## config.mk

```make
export PLATFORM = sky130hd
export DESIGN_NAME = fft_frame_buffer
export DESIGN_NICKNAME = d
export VERILOG_FILES = /design/src/rtl/fft_frame_buffer.sv
export SDC_FILE = /design/constraint.sdc
export NUM_CORES = 1
export LEC_CHECK = 0
export ABC_AREA = 1
export CORE_ASPECT_RATIO = 0.8
export CORE_MARGIN = 5
export CORE_UTILIZATION = 35
export DETAILED_ROUTE_END_ITERATION = 8
export PLACE_DENSITY = 0.67
export SLEW_MARGIN = 20
export SYNTH_ARGS = -nofsm -noshare
export SYNTH_HDL_FRONTEND = slang
export SYNTH_SLANG_ARGS = --single-unit
```

## constraint.sdc

```tcl
create_clock -name clk -period 22.2 [get_ports clk]
set_input_delay 3.33 -clock clk [delete_from_list [all_inputs] [get_ports clk]]
set_output_delay 3.33 -clock clk [all_outputs]
set_load 0.02 [all_outputs]
```

## src/rtl/fft_frame_buffer.sv

```systemverilog
// Double-buffered FFT frame store: parallel capture of N complex samples, serial valid/ready readout.
// Optional FFT_BITREV_EN selects bit-reversed readout order (default build: linear order).
module fft_frame_buffer #(
  parameter int DW = 32,
  parameter int N  = 8,
  parameter int AW = $clog2(N)
) (
  input  logic              clk,
  input  logic              rst_n,
  input  logic              load,
  input  logic [N*DW-1:0]   din_r,
  input  logic [N*DW-1:0]   din_i,
  output logic              out_valid,
  input  logic              out_ready,
  output logic [2*DW-1:0]   out_data,
  output logic [AW-1:0]     out_idx,
  output logic              out_last,
  output logic              busy,
  output logic              overrun
);

  localparam logic [0:0]    ST_IDLE   = 1'b0;
  localparam logic [0:0]    ST_STREAM = 1'b1;
  localparam logic [AW-1:0] LAST_CNT  = AW'(N - 1);

  logic [2*DW-1:0] bank0_r [N];
  logic [2*DW-1:0] bank1_r [N];

  logic [1:0]      full_r;
  logic [1:0]      full_nxt_s;
  logic            wr_sel_r;
  logic            wr_sel_nxt_s;
  logic            rd_sel_r;
  logic            rd_sel_nxt_s;
  logic [0:0]      state_r;
  logic [0:0]      state_nxt_s;
  logic [AW-1:0]   cnt_r;
  logic [AW-1:0]   cnt_nxt_s;
  logic [AW-1:0]   rd_cnt_s;
  logic [AW-1:0]   rd_addr_s;
  logic [2*DW-1:0] rd_word_s;
  logic            capture_s;
  logic            drop_s;
  logic            release_s;
  logic            valid_nxt_s;
  logic            busy_nxt_s;
  logic            last_nxt_s;
  logic [2*DW-1:0] data_nxt_s;
  logic [AW-1:0]   idx_nxt_s;

  // Readout order: bin index presented for stream position c.
  function automatic logic [AW-1:0] order_f(input logic [AW-1:0] c);
    logic [AW-1:0] r;
`ifdef FFT_BITREV_EN
    for (int b = 0; b < AW; b++) begin
      r[b] = c[AW-1-b];
    end
`else
    r = c;
`endif
    return r;
  endfunction

  // Write-side decisions: a load lands only when the bank under wr_sel is free.
  always_comb begin
    capture_s = load & ~full_r[wr_sel_r];
    drop_s    = load &  full_r[wr_sel_r];
  end

  // Read-side fetch of the word that the next beat will present.
  always_comb begin
    if (state_r == ST_STREAM) begin
      rd_cnt_s = cnt_r + {{(AW-1){1'b0}}, 1'b1};
    end else begin
      rd_cnt_s = {AW{1'b0}};
    end
    rd_addr_s = order_f(rd_cnt_s);
    if (rd_sel_r) begin
      rd_word_s = bank1_r[rd_addr_s];
    end else begin
      rd_word_s = bank0_r[rd_addr_s];
    end
  end

  // Read FSM next-state and output-register next values.
  always_comb begin
    state_nxt_s = state_r;
    cnt_nxt_s   = cnt_r;
    valid_nxt_s = out_valid;
    busy_nxt_s  = busy;
    last_nxt_s  = out_last;
    data_nxt_s  = out_data;
    idx_nxt_s   = out_idx;
    release_s   = 1'b0;
    case (state_r)
      ST_IDLE: begin
        if (full_r[rd_sel_r]) begin
          state_nxt_s = ST_STREAM;
          cnt_nxt_s   = {AW{1'b0}};
          valid_nxt_s = 1'b1;
          busy_nxt_s  = 1'b1;
          last_nxt_s  = (LAST_CNT == {AW{1'b0}});
          data_nxt_s  = rd_word_s;
          idx_nxt_s   = rd_addr_s;
        end else begin
          state_nxt_s = ST_IDLE;
        end
      end
      ST_STREAM: begin
        if (out_valid && out_ready) begin
          if (cnt_r == LAST_CNT) begin
            // Frame done: free the bank; the idle state supplies the one-cycle gap.
            release_s   = 1'b1;
            state_nxt_s = ST_IDLE;
            valid_nxt_s = 1'b0;
            busy_nxt_s  = 1'b0;
            last_nxt_s  = 1'b0;
          end else begin
            cnt_nxt_s   = rd_cnt_s;
            data_nxt_s  = rd_word_s;
            idx_nxt_s   = rd_addr_s;
            last_nxt_s  = (rd_cnt_s == LAST_CNT);
          end
        end else begin
          state_nxt_s = ST_STREAM;
        end
      end
      default: begin
        state_nxt_s = ST_IDLE;
        valid_nxt_s = 1'b0;
        busy_nxt_s  = 1'b0;
        last_nxt_s  = 1'b0;
      end
    endcase
  end

  // Bank ownership: release and capture never address the same bank on one edge.
  always_comb begin
    full_nxt_s = full_r;
    if (release_s) begin
      full_nxt_s[rd_sel_r] = 1'b0;
      rd_sel_nxt_s         = ~rd_sel_r;
    end else begin
      full_nxt_s[rd_sel_r] = full_r[rd_sel_r];
      rd_sel_nxt_s         = rd_sel_r;
    end
    if (capture_s) begin
      full_nxt_s[wr_sel_r] = 1'b1;
      wr_sel_nxt_s         = ~wr_sel_r;
    end else begin
      wr_sel_nxt_s         = wr_sel_r;
    end
  end

  // Control and output registers.
  always_ff @(posedge clk or negedge rst_n) begin
    if (!rst_n) begin
      state_r   <= ST_IDLE;
      cnt_r     <= {AW{1'b0}};
      full_r    <= 2'b00;
      wr_sel_r  <= 1'b0;
      rd_sel_r  <= 1'b0;
      out_valid <= 1'b0;
      busy      <= 1'b0;
      out_last  <= 1'b0;
      out_data  <= {(2*DW){1'b0}};
      out_idx   <= {AW{1'b0}};
      overrun   <= 1'b0;
    end else begin
      state_r   <= state_nxt_s;
      cnt_r     <= cnt_nxt_s;
      full_r    <= full_nxt_s;
      wr_sel_r  <= wr_sel_nxt_s;
      rd_sel_r  <= rd_sel_nxt_s;
      out_valid <= valid_nxt_s;
      busy      <= busy_nxt_s;
      out_last  <= last_nxt_s;
      out_data  <= data_nxt_s;
      out_idx   <= idx_nxt_s;
      overrun   <= drop_s;
    end
  end

  // Sample storage; contents are don't-care until a capture marks the bank full.
  always_ff @(posedge clk) begin
    for (int k = 0; k < N; k++) begin
      if (capture_s && !wr_sel_r) begin
        bank0_r[k] <= {din_r[k*DW +: DW], din_i[k*DW +: DW]};
      end
      if (capture_s && wr_sel_r) begin
        bank1_r[k] <= {din_r[k*DW +: DW], din_i[k*DW +: DW]};
      end
    end
  end

endmodule

```

After elaboration in Yosys (flattened, before gate mapping):

Memories as Yosys holds them, arrays and structs flattened.
Index checks and enable logic that the tools add are counted.

* flip-flop bits (word level): 78
* bits in writable memories: 1024
* output and inout port bits: 71
* logic and storage cells: 83
* memories: 2

Memories
* bank0_r: depth 8, width 64, read ports 1, clocked after Yosys merged registers in 0, wr ports 8, line 26 `logic [2*DW-1:0] bank0_r [N];`
* bank1_r: depth 8, width 64, read ports 1, clocked after Yosys merged registers in 0, wr ports 8, line 27 `logic [2*DW-1:0] bank1_r [N];`

* add/subtract/negate cells: 1
* $lt $le $gt $ge: 4
* eq/ne operators: 6
* multiplexer cells: 42
* bitwise gates (word level): 9
* reduce and logical (&&, ||, !) cells: 9

Operators with widths (number)
* 64-bit two-way mux: 4
* 64-bit one-hot mux with 2 select lines: 1
* 1-bit two-way mux: 22
* 3-bit two-way mux: 5
* 3-bit one-hot mux with 2 select lines: 2
* 3-bit == test (second input constant): 2
* 1-bit one-hot mux with 2 select lines: 3
* 3-bit AND reduction: 2
* 1-bit logical AND: 5
* 1-bit by 2-bit < comparator with 1-bit output (second input constant): 2
* 2-bit two-way mux: 2
* 2-bit by 1-bit != test with 1-bit output (second input constant): 2
* 2-bit != test (second input constant): 2
* 1-bit inverter: 4
* 3-bit by 1-bit adder with 3-bit output (second input constant): 1
* 1-bit bitwise AND: 2
* 2-bit bitwise AND: 1
* 2-bit bitwise mux: 1
* 1-bit demux with 1-bit select: 2
* 1-bit >= comparator (second input constant): 2
* 2-bit inverter: 1
* 2-bit OR: 1
* 2-bit AND reduction: 1
* 1-bit zero test: 1

Logic depth before layout (Yosys ltp):

Gate-level depths: netlist of the first run.

* depth in word-level cells: 9
* gate-level depth with buffers: 12

Least setup slack after synthesis of the first run:

No wires, ideal clock.

* path kind: input port to flip-flop
* from: input port load
* to: memory bank0_r[0][0] (netlist bit) (enable)
* arrival: 24571 ps
* slack: -3778 ps
* cell stages on the path: 2
* path buffers: 0
* path through: inv_1 nor2_1

RTL lines
* start: declaration: line 10 `input logic load,`
* end: declaration: line 26

==> reports/results.ini, run 1 <==
[status]
status = complete, no violations

[critical_path]
path_cells = clkdlybuf4s50_1 > inv_1 > nor2_4 > buf_4 > buf_4 > buf_4
start_kind = input port
end_kind = flip-flop
startpoint = load
rr_startpoint = wr_sel_r
worstPathArrival_ns = 7.38
slowest_delay_ns = 0.85
crit_path_frequent_cell = buf_4
critPathMaxFanout = 67
worstSetupPathType = in2reg
cp.required_ns = 22.52
cp_slowest_cell = buf_4

[floorplanning]
die_h_microns = 338.1
core_sq_um = 133800
die-area_sq_um = 142100
rows = 120
start_util = 0.3522
io_pins = 587
die_x_microns = 420.2

[power_and_ir_drop]
clockPowerShare = 0.263
seqPwrFrac = 0.344
p_leak_nw = 24.35
p_int_mw = 4.725
p_comb_frac = 0.393
total_power_mw = 7.732
swShare = 0.3889
p_switching_mw = 3.007
power_density_nw_per_um2 = 132.2
ir_worst_vdd_mv = 0.1785

[cts]
clkLatencyLatePin_ns = 0.73
root_buffer = clkbuf_16
cts_sinks = 1102
clkTransAtPathRegs_ns = 0.06
cts_tree = done
cts_setup_buffers = 0
ctsResizeCount = 0
cts_buffer_depth = 3
numCtsBuffers = 111
ctsHoldBuffers = 0
htreeDepth = 3

[layout]
drive_gt1_frac = 0.04541
final_cell_mix = nand2_1 (1,174), edfxtp_1 (1,024), inv_1 (774)
final_common_cell = nand2_1
multi_input_area_sq_um = 10380
final_nets = 5616
syn_to_final_growth_pct = 24.19
filler_cell_count = 12330
seq_area_sq_um = 32710
fin_area_sq_um = 58510
instances_no_fill = 6994

[synth]
ys.warnings.count = 0
ys_types = 20
synth_fp_nets = 5121
seq_area_frac_synth = 0.6941
yosys_register_bits = 1102
avgSynthCellArea_sq_um = 10.23
syn_area_sq_um = 47110
syn_inst = 4603

[placement]
gp_congestion = 0.7864
placed_cells = 6754
dp_hpwl_microns = 82930
placed_area_sq_um = 54440
port_buffers = 586

[grt]
grt_max_degree = 201
grtUsageMet1 = 0.2452
grt_util_met3 = 0.03606
antenna_found_initial = 36
met2_usage = 0.3006
track_usage = 0.1838
grt_pass1_vias = 32090
grt_busiest_layer = met2
grt_pass1_wl_microns = 199100
overflow = 0

[timing]
slew_headroom = 0.2171
period_share = 0.3181
fin_crit_ns = 7.061
clock.fmax_mhz = 141.6
clock_skew_ns = 0.03657
hold_viol_final = 0
drv_slew = 0
setup_viol = 0
worst_pin_slew_ns = 1.174
rsz0062_at_grt = no

[drt]
drc_errors = 0
first_iter_violations = 2949
wl_per_cell_microns = 19.27
wirelength_microns = 134800
firstDrtPassIters = 5
via_count = 33210
viasPerCell = 4.748
postRouteAntennaNets = 0

[worst_hold_path]
worstHoldStart = out_idx[2]
hold_path.class = reg2reg

[run]
cap_violations = 0

-- cells in the mapped netlist (all sizes together) --
master | number | area [sq um]
ha | 2 | 25.02
nor2 | 520 | 1968
nand3 | 769 | 3849
inv | 779 | 2924
edfxtp | 1024 | 30750
o21ai | 8 | 40.03
nand2 | 1178 | 4424
buf | 188 | 953.4
nand4 | 1 | 6.260
a21oi | 2 | 10.01
clkbuf | 53 | 200.2
dfrtp | 78 | 1952
xor2 | 1 | 8.760
-- stage by stage --
step                setup TNS, ns  utilization  hold WS (ns)  setup slack, ns
detailed placement              0       0.4069        0.4635            14.37
floorplan                -3864.14            -        0.4483           -3.778
global placement                0       0.4069        0.4623            14.43
global route                    0       0.4373        0.4994            14.97
finish                          0       0.4373        0.4742            15.14
CTS                             0       0.4368        0.4803            15.15
-- metal layers --
metal,vias to the layer above,part of all wire
li1,15800,-
met1,15870,0.41
met2,1315,0.48
met3,218,0.077
met4,8,0.026
met5,-,0.00040
-- worst max-delay path: cells and delay by family --
| family | cells | cell delay (ns) |
|---|---|---|
| buf+inv | 5 | 3.02 |
| simple gates | 1 | 0.76 |
-- worst paths after layout --
path,end,slack (ns),cells after the start
max,bank0_r[7][52],15.14,6
min,out_idx[2],0.47,2
max reg2reg,bank0_r[7][52],17.84,6
min reg2reg,out_idx[2],0.47,2
max in group asynchronous,rd_sel_r,18.10,2
min in group asynchronous,out_data[44],2.69,1
-- registers in the layout, summed over array words and instances, names as in the netlist --
| name | flops |
|---|---|
| wr_sel_r | 1 |
| out_last | 1 |
| bank1_r | 512 |
| cnt_r | 3 |
| bank0_r | 512 |
| state_r | 1 |
| busy | 1 |
| overrun | 1 |
| full_r | 2 |
| rd_sel_r | 1 |
| out_data | 64 |
| out_idx | 3 |
-- kinds of logic (layout without fill, tap and decap cells) --
| group | after synthesis | after routing | share of synthesized area |
|---|---|---|---|
| buf+inv | 1020 | 1614 | 0.08656 |
| flops | 1102 | 1102 | 0.6941 |
| xor+xnor | 1 | 1 | 0.0001859 |
| simple gates | 2468 | 2468 | 0.2175 |
| compound gates | 10 | 10 | 0.001062 |
| fa+ha+maj | 2 | 2 | 0.0005311 |
| other cells | 0 | 28 | 0 |
-- power groups by stage --
stage	Combinational, mW	Clock (mW)	Sequential [mW]
2_1_floorplan	2.03	0	2.92
3_5_place_dp	3.05	0	2.70
5_1_grt	3.40	2.16	2.68
4_1_cts	3.07	2.08	2.66
6_report	3.04	2.03	2.66
3_3_place_gp	3.01	0	2.70
-- layout make-up --
class                   count  share of cell area
flip-flops and latches   1102              0.5591
multi-input cells        2481              0.1775
repair buffers            623              0.1058
clock buffers             149             0.05336
inverters                 779             0.05028
well taps                1769             0.03783
clock inverters            63             0.01501
diodes                     28            0.001198
No activity file was read; power rests on OpenSTA's default activity.
==> inputs of run 2 (changes only) <==
clock period = 5.7 ns   (was 22.2 ns; I/O delays follow)
==> run 2 against run 1 <==
Against the previous run: design area hardly changed; global-route usage increased by 0.25 points; routed wire length rose by 1.5%; power grew to 3.8 times the previous value; combinational power increased to 3.9 times the previous value; sequential power rose to 3.9 times the previous value; flip-flop and latch count stayed put; hold slack got worse by 0.32 ns; clock power rose to 3.7 times the previous value; critical path type is now reg2reg; largest cell class unchanged.
==> reports/results.ini, run 2 (same netlist as run 1, synthesis figures left out) <==
[drt]
viasPerCell = 4.780
first_iter_violations = 2839
wirelength_microns = 136800
firstDrtPassIters = 5
wl_per_cell_microns = 19.52
drc_errors = 0
postRouteAntennaNets = 0
via_count = 33500

[critical_path]
cp_slowest_cell = dfrtp_4
end_kind = flip-flop
reg2reg_depth = 8
critPathMaxFanout = 163
start_kind = flip-flop
cp.required_ns = 6.32
critPathTopFamily = simple AND/OR/NAND/NOR gates
worstPathArrival_ns = 4.02
path_buf_inv = 1
cp_num_cells = 8
slowest_delay_ns = 0.97
path_cells = nand2_4 > buf_12 > nand3_1 > nand3_1 > nand3_1 > nand2_1 > nand2_1 > nand2_1
worstSetupPathType = reg2reg

[cts]
cts_sinks = 1102
htreeDepth = 3
root_buffer = clkbuf_16
ctsResizeCount = 0
numCtsBuffers = 111
ctsHoldBuffers = 0
cts_setup_buffers = 0
clkTransAtPathRegs_ns = 0.07
clkLatencyLatePin_ns = 0.72
cts_buffer_depth = 3
cts_tree = done

[run]
cap_violations = 0

[timing]
clock.fmax_mhz = 294.2
drv_slew = 0
rsz0062_at_grt = no
hold_viol_final = 0
period_share = 0.5963
fin_crit_ns = 3.399
worst_pin_slew_ns = 1.166
setup_viol = 0
clock_skew_ns = 0.02463
finalSetupTns_ns = 0
slew_headroom = 0.2226

[layout]
drive_gt1_frac = 0.04509
biggestRegsByFlops = bank0_r: 512 flops, bank1_r: 512 flops, out_data: 64 flops
final_nets = 5631
final_cell_mix = nand2_1 (1,174), edfxtp_1 (1,024), inv_1 (774)
fin_area_sq_um = 58500
final_util = 0.4373
syn_to_final_growth_pct = 24.17
instances_no_fill = 7008
final_common_cell = nand2_1
seq_area_sq_um = 32710
filler_cell_count = 12360
multi_input_area_sq_um = 10380

[placement]
gp_congestion = 0.7916
port_buffers = 586
dp_hpwl_microns = 86370
placed_area_sq_um = 54730
placed_cells = 6769

[floorplanning]
io_pins = 587
rows = 120
start_util = 0.3522
die_x_microns = 420.2
die_h_microns = 338.1
core_sq_um = 133800
die-area_sq_um = 142100

[status]
status = complete, no violations

[worst_hold_path]
hold_path.class = in2async

[power_and_ir_drop]
power_density_nw_per_um2 = 508.9
p_leak_nw = 24.33
ir_worst_vdd_mv = 0.5921

[grt]
track_usage = 0.1863
grt_pass1_wl_microns = 200600
grt_pass1_vias = 31990
antenna_found_initial = 48
grt_max_degree = 164
overflow = 0

[run 2: changes by cell type in the layout (fill, tap and decap cells not counted), moves of 2 or more]
| cell | change |
|---|---|
| bufinv_16 | -9 |
| inv_6 | -3 |
| clkbuf_8 | -4 |
| clkinv_1 | +4 |
| clkinvlp_4 | -2 |
| clkbuf_1 | +12 |
| buf_12 | +14 |
[run 2: per-layer routing]
layer,wire (microns),track usage
met1,55790,0.2429
met2,66130,0.3076
met3,10320,0.04048
met4,4359,0.06648
met5,184,0
[run 2: metrics by stage]
step                hold slack, ns  power (mW)  worst slack, ns
finish                      0.1499       29.77            2.301
global route                0.1234       31.67            2.132
CTS                         0.1047       30.00            2.292
detailed placement          0.4686       22.53            2.319
global placement            0.4612       22.34            2.344
floorplan                   0.4483       18.77           -3.296
[run 2: final timing paths]
path,startpoint,slack [ns],endpoint
worst max-delay path,state_r,2.30,out_data[46]
worst min register to register,out_idx[2],0.48,out_idx[2]
worst min-delay path,rst_n,0.15,out_data[52]
max in group asynchronous,rst_n,4.26,rd_sel_r
min in group clk,out_idx[2],0.48,out_idx[2]
worst max register to register,state_r,2.30,out_data[46]
[run 2: layout make-up]
class	count	share of cell area
flip-flops and latches	1102	0.5591
multi-input cells	2481	0.1775
repair buffers	638	0.1107
clock buffers	157	0.05319
inverters	779	0.05028
well taps	1769	0.03784
clock inverters	55	0.01016
diodes	27	0.001155
[run 2: report_power, final]
part           internal, mW  switching (mW)
clock network          4.27            3.14
registers              9.92           0.525
logic                  3.84            8.07
total                  18.0            11.7
